===== src/rtl/cmc_access_sched.sv =====
// cmc_access_sched: phase sequencer and requester arbiter for one CMC bank.
// Define CMC_SCHED_FIXED_PRIO_EN for fixed priority; default is round-robin.
module cmc_access_sched #(
  parameter int NREQ    = 2,
  parameter int ADDR_W  = 4,
  parameter int DATA_W  = 8,
  parameter int PRE_CYC = 2,
  parameter int ACC_CYC = 3
) (
  input  logic                     I_clock,
  input  logic                     I_reset,
  input  logic [NREQ-1:0]          I_req,
  input  logic [NREQ-1:0]          I_we,
  input  logic [NREQ*ADDR_W-1:0]   I_addr,
  input  logic [NREQ*DATA_W-1:0]   I_wdata,
  input  logic [DATA_W-1:0]        I_rdata,
  output logic [NREQ-1:0]          O_gnt,
  output logic [NREQ-1:0]          O_ack,
  output logic [DATA_W-1:0]        O_rdata,
  output logic                     O_precharge,
  output logic                     O_wl_en,
  output logic                     O_we,
  output logic [ADDR_W-1:0]        O_addr,
  output logic [DATA_W-1:0]        O_wdata,
  output logic                     O_busy
);

  localparam int PTR_W = (NREQ > 1) ? $clog2(NREQ) : 1;
  localparam int MAXC  = (PRE_CYC > ACC_CYC) ? PRE_CYC : ACC_CYC;
  localparam int CNT_W = (MAXC > 1) ? $clog2(MAXC + 1) : 1;
  localparam logic [CNT_W-1:0] PRE_INIT = CNT_W'(PRE_CYC - 1);
  localparam logic [CNT_W-1:0] ACC_INIT = CNT_W'(ACC_CYC - 1);

  if (PRE_CYC < 1) begin : g_bad_pre
    $error("cmc_access_sched: PRE_CYC must be >= 1");
  end
  if (ACC_CYC < 1) begin : g_bad_acc
    $error("cmc_access_sched: ACC_CYC must be >= 1");
  end

  typedef enum logic [2:0] {
    IDLE,
    PRE,
    ACC,
    SENSE,
    DONE
  } state_t;

  state_t            state;
  logic [CNT_W-1:0]  cnt;
  logic              we_lat;
  logic [PTR_W-1:0]  win;
  logic [NREQ-1:0]   win_oh;

`ifdef CMC_SCHED_FIXED_PRIO_EN
  // Lowest requesting index wins; no fairness state.
  always_comb begin
    win = '0;
    for (int i = NREQ - 1; i >= 0; i--) begin
      if (I_req[i]) win = PTR_W'(i);
    end
  end
`else
  logic [PTR_W-1:0]  ptr;
  logic [PTR_W-1:0]  idx;

  // Round-robin: first requester at or after ptr, wrapping.
  always_comb begin
    win = '0;
    idx = '0;
    for (int i = NREQ - 1; i >= 0; i--) begin
      idx = PTR_W'((int'(ptr) + i) % NREQ);
      if (I_req[idx]) win = idx;
    end
  end
`endif

  assign win_oh = NREQ'(1) << win;

  // Access FSM; every array and handshake output is registered here.
  always_ff @(posedge I_clock) begin
    if (I_reset) begin
      state       <= IDLE;
      cnt         <= '0;
      we_lat      <= 1'b0;
`ifndef CMC_SCHED_FIXED_PRIO_EN
      ptr         <= '0;
`endif
      O_gnt       <= '0;
      O_ack       <= '0;
      O_rdata     <= '0;
      O_precharge <= 1'b0;
      O_wl_en     <= 1'b0;
      O_we        <= 1'b0;
      O_addr      <= '0;
      O_wdata     <= '0;
      O_busy      <= 1'b0;
    end else begin
      O_ack <= '0;
      unique case (state)
        IDLE: begin
          if (|I_req) begin
            state       <= PRE;
            cnt         <= PRE_INIT;
            we_lat      <= I_we[win];
            O_addr      <= I_addr[int'(win)*ADDR_W +: ADDR_W];
            O_wdata     <= I_wdata[int'(win)*DATA_W +: DATA_W];
            O_gnt       <= win_oh;
            O_precharge <= 1'b1;
            O_busy      <= 1'b1;
`ifndef CMC_SCHED_FIXED_PRIO_EN
            ptr <= (int'(win) == NREQ - 1) ? '0 : win + 1'b1;
`endif
          end
        end
        PRE: begin
          if (cnt == '0) begin
            state       <= ACC;
            cnt         <= ACC_INIT;
            O_precharge <= 1'b0;
            O_wl_en     <= 1'b1;
            O_we        <= we_lat;
          end else begin
            cnt <= cnt - 1'b1;
          end
        end
        ACC: begin
          if (cnt == '0) begin
            O_wl_en <= 1'b0;
            O_we    <= 1'b0;
            if (we_lat) begin
              state <= DONE;
              O_ack <= O_gnt;
            end else begin
              state <= SENSE;
            end
          end else begin
            cnt <= cnt - 1'b1;
          end
        end
        SENSE: begin
          O_rdata <= I_rdata;
          O_ack   <= O_gnt;
          state   <= DONE;
        end
        DONE: begin
          state   <= IDLE;
          we_lat  <= 1'b0;
          O_gnt   <= '0;
          O_addr  <= '0;
          O_wdata <= '0;
          O_busy  <= 1'b0;
        end
        default: begin
          state <= IDLE;
        end
      endcase
    end
  end

endmodule


===== config.mk =====
export PLATFORM = sky130hd
export DESIGN_NAME = cmc_access_sched
export DESIGN_NICKNAME = d
export VERILOG_FILES = /design/src/rtl/cmc_access_sched.sv
export SDC_FILE = /design/constraint.sdc
export NUM_CORES = 1
export LEC_CHECK = 0
export BUFFER_PORTS_ARGS = -buffer_cell sky130_fd_sc_hd__buf_2
export CAP_MARGIN = 10
export CORE_ASPECT_RATIO = 2
export CORE_MARGIN = 4
export CORE_UTILIZATION = 47
export CTS_CLUSTER_SIZE = 28
export DETAILED_ROUTE_END_ITERATION = 10
export PLACE_DENSITY = 0.88
export SLEW_MARGIN = 40
export SYNTH_ARGS = -nofsm -noshare
export SYNTH_HDL_FRONTEND = slang
export SYNTH_SLANG_ARGS = --single-unit

===== constraint.sdc =====
create_clock -name I_clock -period 1.7 [get_ports I_clock]
set_input_delay 0.255 -clock I_clock [delete_from_list [all_inputs] [get_ports I_clock]]
set_output_delay 0.255 -clock I_clock [all_outputs]
set_load 0.01 [all_outputs]

==> load_flow_metrics.sql, run 1 <==
INSERT INTO impl_metrics (metric_group, metric, value, unit) VALUES
('logic_synthesis', 'fraction_of_post_synthesis_cell_area_in_the_top_cell_type_by_area', '43.72', '%'),
('route', 'routed_via_density', '5.437', ''),
('logic_synthesis', 'yosys.area.top_type', 'dfxtp_1', ''),
('grt', 'number_of_antenna_violations_at_the_first_check_in_global_routing', '0', ''),
('die', 'chipWidth', '49.29', 'um'),
('setup_path', 'reg2reg_from', 'cnt[0]$_SDFFE_PP0P_', ''),
('die', 'die_outline_area', '4465', 'um2'),
('setup_path', 'path_max_fanout', '3', ''),
('setup_path', 'crit_required', '1.86', 'ns'),
('logic_synthesis', 'ys.warnings.count', '0', ''),
('sta', 'slew-limit-headroom', '67.30', '%'),
('placed_design', 'post-place-cells', '237', ''),
('worst_hold_path', 'hold_path.class', 'in2reg', ''),
('setup_path', 'cp-startpoint', 'cnt[0]$_SDFFE_PP0P_', ''),
('route', 'ant_nets', '0', ''),
('logic_synthesis', 'synth_ff_type', 'dfxtp_1', ''),
('die', 'initial_core_util', '49.63', '%'),
('placed_design', 'port_buffers', '65', ''),
('logic_synthesis', 'synthTopCellsByArea', 'dfxtp_1 (44%), mux2i_1 (14%), o2bb2ai_2 (9.4%)', ''),
('logic_synthesis', 'yosys.cell_types.count', '38', ''),
('power', 'design_power_total', '2.388', 'mW'),
('setup_path', 'critPathCaptureType', 'register', ''),
('sta', 'rsz_0062_raised_after_global_routing', 'false', ''),
('grt', 'grt_max_degree', '23', ''),
('grt', 'grt_remaining_overflow', '0', ''),
('cts', 'cts-root-to-sink-buffers', '2', ''),
('logic_synthesis', 'syn_inst', '146', ''),
('run_status', 'run_status', 'finished, final reports clean', ''),
('route', 'dr_total_vias', '1332', ''),
('sta', 'totalNegativeSetupSlack', '0', 'ns'),
('sta', 'timing_max_transition_violations_final', '0', ''),
('die', 'die_y', '90.59', 'um'),
('cts', 'tritoncts', 'built', ''),
('logic_synthesis', 'syn_area_per_cell', '10.98', 'um2'),
('die', 'num_io_pins', '66', ''),
('power', 'power.static_leakage', '1.021', 'nW'),
('finish', 'multiInputGateArea', '815.8', 'um2'),
('sta', 'max_clock_freq', '629.1', 'MHz'),
('run', 'max_cap_viol_count', '0', ''),
('worst_hold_path', 'hold_path_startpoint', 'I_rdata[5]', ''),
('power', 'pwr_density_cell', '1184', 'nW/um2'),
('placed_design', 'dp.final_hpwl', '2839', 'um'),
('route', 'route.detailed.drc', '0', ''),
('die', 'num_rows', '29', ''),
('cts', 'worst_skew_pair.late_latency', '0.28', 'ns'),
('sta', 'layout_min_cycle_time', '1.590', 'ns'),
('cts', 'clk_root_buffer_cell', 'clkbuf_8', ''),
('cts', 'tritoncts.num_buffers', '5', ''),
('grt', 'grt_pass1_vias', '1372', ''),
('sta', 'timing.clock.skew', '0.004756', 'ns'),
('cts', 'htree_levels', '2', ''),
('logic_synthesis', 'postSynth.asyncResetShare', '0', '%'),
('sta', 'tightest_slew', '0.4898', 'ns'),
('power', 'ir_worst_vdd', '730.0', 'uV'),
('logic_synthesis', 'synth-edff-count', '0', ''),
('route', 'drt_iter0_drc', '19', ''),
('finish', 'fraction_of_layout_instances_using_a_drive_strength_above_1', '45.79', '%'),
('logic_synthesis', 'post_synth_instance_area', '1603', 'um2'),
('logic_synthesis', 'mappedNetlistNets', '187', ''),
('finish', 'design.final.nets', '254', ''),
('sta', 'hold_violations', '0', ''),
('cts', 'path_clk_slew', '0.06', 'ns'),
('finish', 'fillerInstances', '279', ''),
('die', 'core_region_area', '3229', 'um2'),
('route', 'wirelength', '3604', 'um'),
('cts', 'cells_resized_by_post_cts_repair', '0', ''),
('setup_path', 'cp_data_arrival_time', '1.75', 'ns'),
('setup_path', 'worst-setup-path-type', 'reg2reg', ''),
('placed_design', 'place_congestion', '0.7459', ''),
('logic_synthesis', 'synth.yosys.seq_area_share', '43.72', '%'),
('logic_synthesis', 'register_bit_total_from_synthesis', '35', ''),
('finish', 'post_layout_nonfiller_instances', '245', ''),
('grt', 'grt_pass1_wl', '6037', 'um'),
('sta', 'setup_viol', '0', ''),
('cts', 'cts_sinks', '35', ''),
('finish', 'diodes', '0', ''),
('sta', 'final.period_utilization', '93.50', '%'),
('route', 'wl_per_cell', '14.71', 'um'),
('cts', 'post_cts_hold_buffer_count', '0', ''),
('grt', 'globalRouteTotalUtil', '17.14', '%'),
('finish', 'sequential_cell_area', '700.7', 'um2'),
('finish', 'syn2layout_area_growth', '25.84', '%'),
('cts', 'cts_setup_buffers', '0', ''),
('setup_path', 'worst_setup_path_start_kind', 'register', ''),
('route', 'detail_route.first_pass.iterations', '4', '');
## where the power goes
part	internal [mW]	switching, mW	total (mW)
sequential	0.943	0.118	1.06
clock	0.331	0.282	0.613
combinational	0.328	0.386	0.714
total	1.60	0.786	2.39
## cell type report
| cell class | count | share of cell area [%] |
|---|---|---|
| multi-input combinational | 98 | 40.45 |
| timing repair buffer | 68 | 17.25 |
| inverter | 5 | 0.9305 |
| sequential | 35 | 34.74 |
| clock buffer | 7 | 4.280 |
| clock inverter | 1 | 0.4342 |
| tap | 31 | 1.923 |
## cells in the final DEF, fill, tap and decap left out, types with 2 or more instances in the layout
| cell type | instances |
|---|---|
| clkbuf_8 | 6 |
| buf_2 | 65 |
| o22ai_1 | 2 |
| nor2_2 | 2 |
| nand2b_1 | 3 |
| nand2_1 | 3 |
| inv_2 | 3 |
| and2_1 | 3 |
| inv_1 | 2 |
| mux2i_1 | 22 |
| o21ai_0 | 2 |
| o21ai_1 | 3 |
| ha_1 | 3 |
| a2bb2oi_1 | 3 |
| a21oi_1 | 5 |
| buf_4 | 3 |
| o2bb2ai_2 | 10 |
| dfxtp_1 | 35 |
| nor3_2 | 2 |
| nor2_1 | 15 |
| o2bb2ai_1 | 3 |
## kinds of logic (layout without fill, tap and decap cells)
family          count (synthesis)  count (layout)  synth area share, %
compound gates                 39              39                23.03
flops                          35              35                43.72
simple gates                   34              34                11.79
mux                            22              22                13.74
buf+inv                        13              81                5.386
fa+ha+maj                       3               3                2.342
## synth_stat cells, drive strengths merged, types with 2 or more instances
cell type / n
a211oi: 2
a21oi: 5
a2bb2oi: 3
and2: 3
buf: 6
clkbuf: 2
dfxtp: 35
ha: 3
inv: 5
mux2i: 22
nand2: 3
nand2b: 3
nor2: 17
nor3: 3
o21ai: 6
o22ai: 2
o2bb2ai: 13
## critical path, cell delays in order (launching register included)
cell      delay [ns]
dfxtp_1         0.36
inv_1           0.09
ha_1            0.23
o21a_1          0.18
a211oi_2        0.29
mux2i_1         0.25
nor2_1          0.07
## metrics by stage
stage                     hold slack [ns]  instance area, um2  worst slack, ns  utilization [%]
after CTS                          0.2039                2017           0.1009            62.46
after global placement             0.4421                1922           0.2380            59.51
final                              0.2050                2017           0.1105            62.46
after detailed placement           0.4442                1922           0.1861            59.51
after global routing               0.2246                2017          0.02239            62.46
after floorplan                    0.3364                1603           0.3268                -
## final timing paths
check	slack, ns	endpoint	cells after the start
setup / recovery	0.11	cnt[0]$_SDFFE_PP0P_	6
hold / removal	0.21	O_rdata[5]$_SDFFE_PP0N_	3
setup reg to reg	0.11	cnt[0]$_SDFFE_PP0P_	6
hold reg to reg	0.46	O_wdata[3]$_SDFFE_PP0P_	1
## registers in the layout, summed over array words and instances, names as in the netlist, 2 cells and up
register  count
state         3
O_wdata       8
O_gnt         2
O_ack         2
O_rdata       8
O_addr        4
cnt           2
## per-layer routing
| metal | vias to the layer above | GRT usage (%) | share of wire, % |
|---|---|---|---|
| li1 | 660 | - | - |
| met1 | 605 | 16.94 | 36 |
| met2 | 60 | 32.06 | 54 |
| met3 | 7 | 4.628 | 7.9 |
| met4 | 0 | 7.126 | 1.5 |
| met5 | - | 0 | 0 |
Note: power is estimated with default switching activity, not from simulation.
==> run 2, diff against run 1 <==
REMOVE_ABC_BUFFERS = 1   (was not set)
==> load_flow_metrics.sql, run 2 (same netlist as run 1, synthesis figures left out) <==
INSERT INTO impl_metrics (metric_group, metric, value, unit) VALUES
('run_status', 'run_status', 'finished, final reports clean', ''),
('power', 'design_power_total', '2.521', 'mW'),
('placed_design', 'dpl_worst_slack', '0.2347', 'ns'),
('sta', 'tightest_slew', '0.3839', 'ns'),
('route', 'met3_wirelength', '321', 'um'),
('die', 'core_region_area', '3229', 'um2'),
('die', 'chipWidth', '49.29', 'um'),
('setup_path', 'cp_data_arrival_time', '1.64', 'ns'),
('route', 'wl_per_cell', '13.76', 'um'),
('setup_path', 'critPathCaptureType', 'register', ''),
('route', 'routedLengthMet1', '1273', 'um'),
('route', 'routed-wl-met2', '1725', 'um'),
('die', 'initial_core_util', '49.63', '%'),
('setup_path', 'path_buf_inv', '1', ''),
('cts', 'path_clk_slew', '0.07', 'ns'),
('grt', 'grt_pass1_vias', '1443', ''),
('cts', 'post_cts_hold_buffer_count', '0', ''),
('cts', 'tritoncts', 'built', ''),
('die', 'num_io_pins', '66', ''),
('sta', 'hold_violations', '0', ''),
('finish', 'post_layout_nonfiller_instances', '247', ''),
('cts', 'clk_root_buffer_cell', 'clkbuf_8', ''),
('cts', 'htree_levels', '2', ''),
('route', 'top_layer_used', 'met4', ''),
('setup_path', 'worst-setup-path-type', 'reg2reg', ''),
('cts', 'worst_skew_pair.late_latency', '0.28', 'ns'),
('sta', 'slew-limit-headroom', '74.37', '%'),
('setup_path', 'crit_required', '1.88', 'ns'),
('cts', 'tritoncts.num_buffers', '5', ''),
('sta', 'timing_max_transition_violations_final', '0', ''),
('finish', 'multiInputGateArea', '815.8', 'um2'),
('route', 'ant_nets', '0', ''),
('sta', 'max_clock_freq', '685.9', 'MHz'),
('grt', 'number_of_antenna_violations_at_the_first_check_in_global_routing', '0', ''),
('cts', 'cells_resized_by_post_cts_repair', '0', ''),
('grt', 'grt_max_degree', '17', ''),
('setup_path', 'timing.critical_path.cells', 'inv_1 -> ha_1 -> o21a_1 -> a211oi_2 -> mux2i_1 -> nor2_1', ''),
('route', 'dr_total_vias', '1329', ''),
('sta', 'layout_min_cycle_time', '1.458', 'ns'),
('finish', 'fraction_of_layout_instances_using_a_drive_strength_above_1', '46.76', '%'),
('power', 'power.static_leakage', '1.043', 'nW'),
('finish', 'syn2layout_area_growth', '28.18', '%'),
('finish', 'design.final.nets', '256', ''),
('setup_path', 'path_max_fanout', '3', ''),
('setup_path', 'worst_setup_path_start_kind', 'register', ''),
('finish', 'utilization_after_layout', '63.62', '%'),
('sta', 'rsz_0062_raised_after_global_routing', 'false', ''),
('grt', 'grt_pass1_wl', '5968', 'um'),
('die', 'die_y', '90.59', 'um'),
('placed_design', 'dp.final_hpwl', '2764', 'um'),
('placed_design', 'port_buffers', '65', ''),
('run', 'max_cap_viol_count', '0', ''),
('route', 'detail_route.first_pass.iterations', '4', ''),
('route', 'wirelength', '3399', 'um'),
('route', 'route.detailed.drc', '0', ''),
('finish', 'final_cell_mix', 'buf_2 (65), dfxtp_1 (35), mux2i_1 (22)', ''),
('sta', 'timing.final.ws_setup', '0.2420', 'ns'),
('power', 'ir_worst_vdd', '811.7', 'uV'),
('setup_path', 'cp_top_family', 'compound AO/OA/AOI/OAI gates', ''),
('sta', 'timing.clock.skew', '0.004582', 'ns'),
('setup_path', 'timing.critical_path.slowest_cell_delay', '0.35', 'ns'),
('die', 'die_outline_area', '4465', 'um2'),
('cts', 'cts_sinks', '35', ''),
('grt', 'grt_remaining_overflow', '0', ''),
('die', 'num_rows', '29', ''),
('finish', 'diodes', '0', ''),
('sta', 'final.period_utilization', '85.77', '%'),
('route', 'routed_via_density', '5.381', ''),
('placed_design', 'place_congestion', '0.8271', ''),
('sta', 'totalNegativeSetupSlack', '0', 'ns'),
('finish', 'layout.cells.most_common', 'buf_2', ''),
('grt', 'globalRouteTotalUtil', '17.01', '%'),
('finish', 'sequential_cell_area', '700.7', 'um2'),
('placed_design', 'post-place-cells', '239', ''),
('cts', 'cts_setup_buffers', '0', ''),
('route', 'drt_iter0_drc', '14', ''),
('worst_hold_path', 'hold_path.class', 'in2reg', ''),
('cts', 'cts-root-to-sink-buffers', '2', ''),
('finish', 'top_regs', 'O_rdata x8, O_wdata x8, O_addr x4', ''),
('setup_path', 'crit_path_top_delay_cell', 'dfxtp_1', ''),
('sta', 'setup_viol', '0', ''),
('power', 'pwr_density_cell', '1227', 'nW/um2'),
('finish', 'fillerInstances', '262', '');
-- run 2: cell types whose count changed in the layout (fill, tap and decap cells not counted) --
cell       previous run  this run
clkinv_4              1         0
buf_4                 3         5
bufinv_16             0         1
clkinv_2              0         1
clkbuf_1              1         0
-- run 2: final cells by class --
cell class / count / area share, %
clock inverters: 2 / 1.705
inverters: 5 / 0.9135
clock buffers: 6 / 4.019
multi-input cells: 98 / 39.71
repair buffers: 70 / 17.66
flip-flops and latches: 35 / 34.10
well taps: 31 / 1.888
-- run 2: worst paths after layout --
| path | startpoint | endpoint | slack (ns) | cells past startpoint |
|---|---|---|---|---|
| worst max register to register | cnt[0]$_SDFFE_PP0P_ | cnt[0]$_SDFFE_PP0P_ | 0.24 | 6 |
| worst min-delay path | I_rdata[6] | O_rdata[6]$_SDFFE_PP0N_ | 0.20 | 3 |
| worst min register to register | O_wdata[3]$_SDFFE_PP0P_ | O_wdata[3]$_SDFFE_PP0P_ | 0.47 | 1 |
| worst max-delay path | cnt[0]$_SDFFE_PP0P_ | cnt[0]$_SDFFE_PP0P_ | 0.24 | 6 |
-- run 2: layer usage --
layer  up-vias  global-route usage (%)
li1        663                       -
met1       590                   16.34
met2        69                   30.72
met3         7                   5.455
met4         0                   9.264
met5         -                       0
-- run 2: through the flow --
step,area (um2),hold WS [ns]
2_1_floorplan,1535,0.3241
3_3_place_gp,1937,0.4418
3_5_place_dp,1937,0.4478
4_1_cts,2054,0.1994
5_1_grt,2054,0.2051
6_report,2054,0.2012
-- run 2: tightest hold or removal path, stage by stage --
cell and delay, ns:
buf_2 0.08, mux2i_1 0.05, nor2_1 0.07
-- run 2: where the power goes --
part           internal (mW)  switching, mW
Clock                  0.474          0.275
Combinational          0.337          0.389
Sequential             0.943          0.103
Total                   1.75          0.767
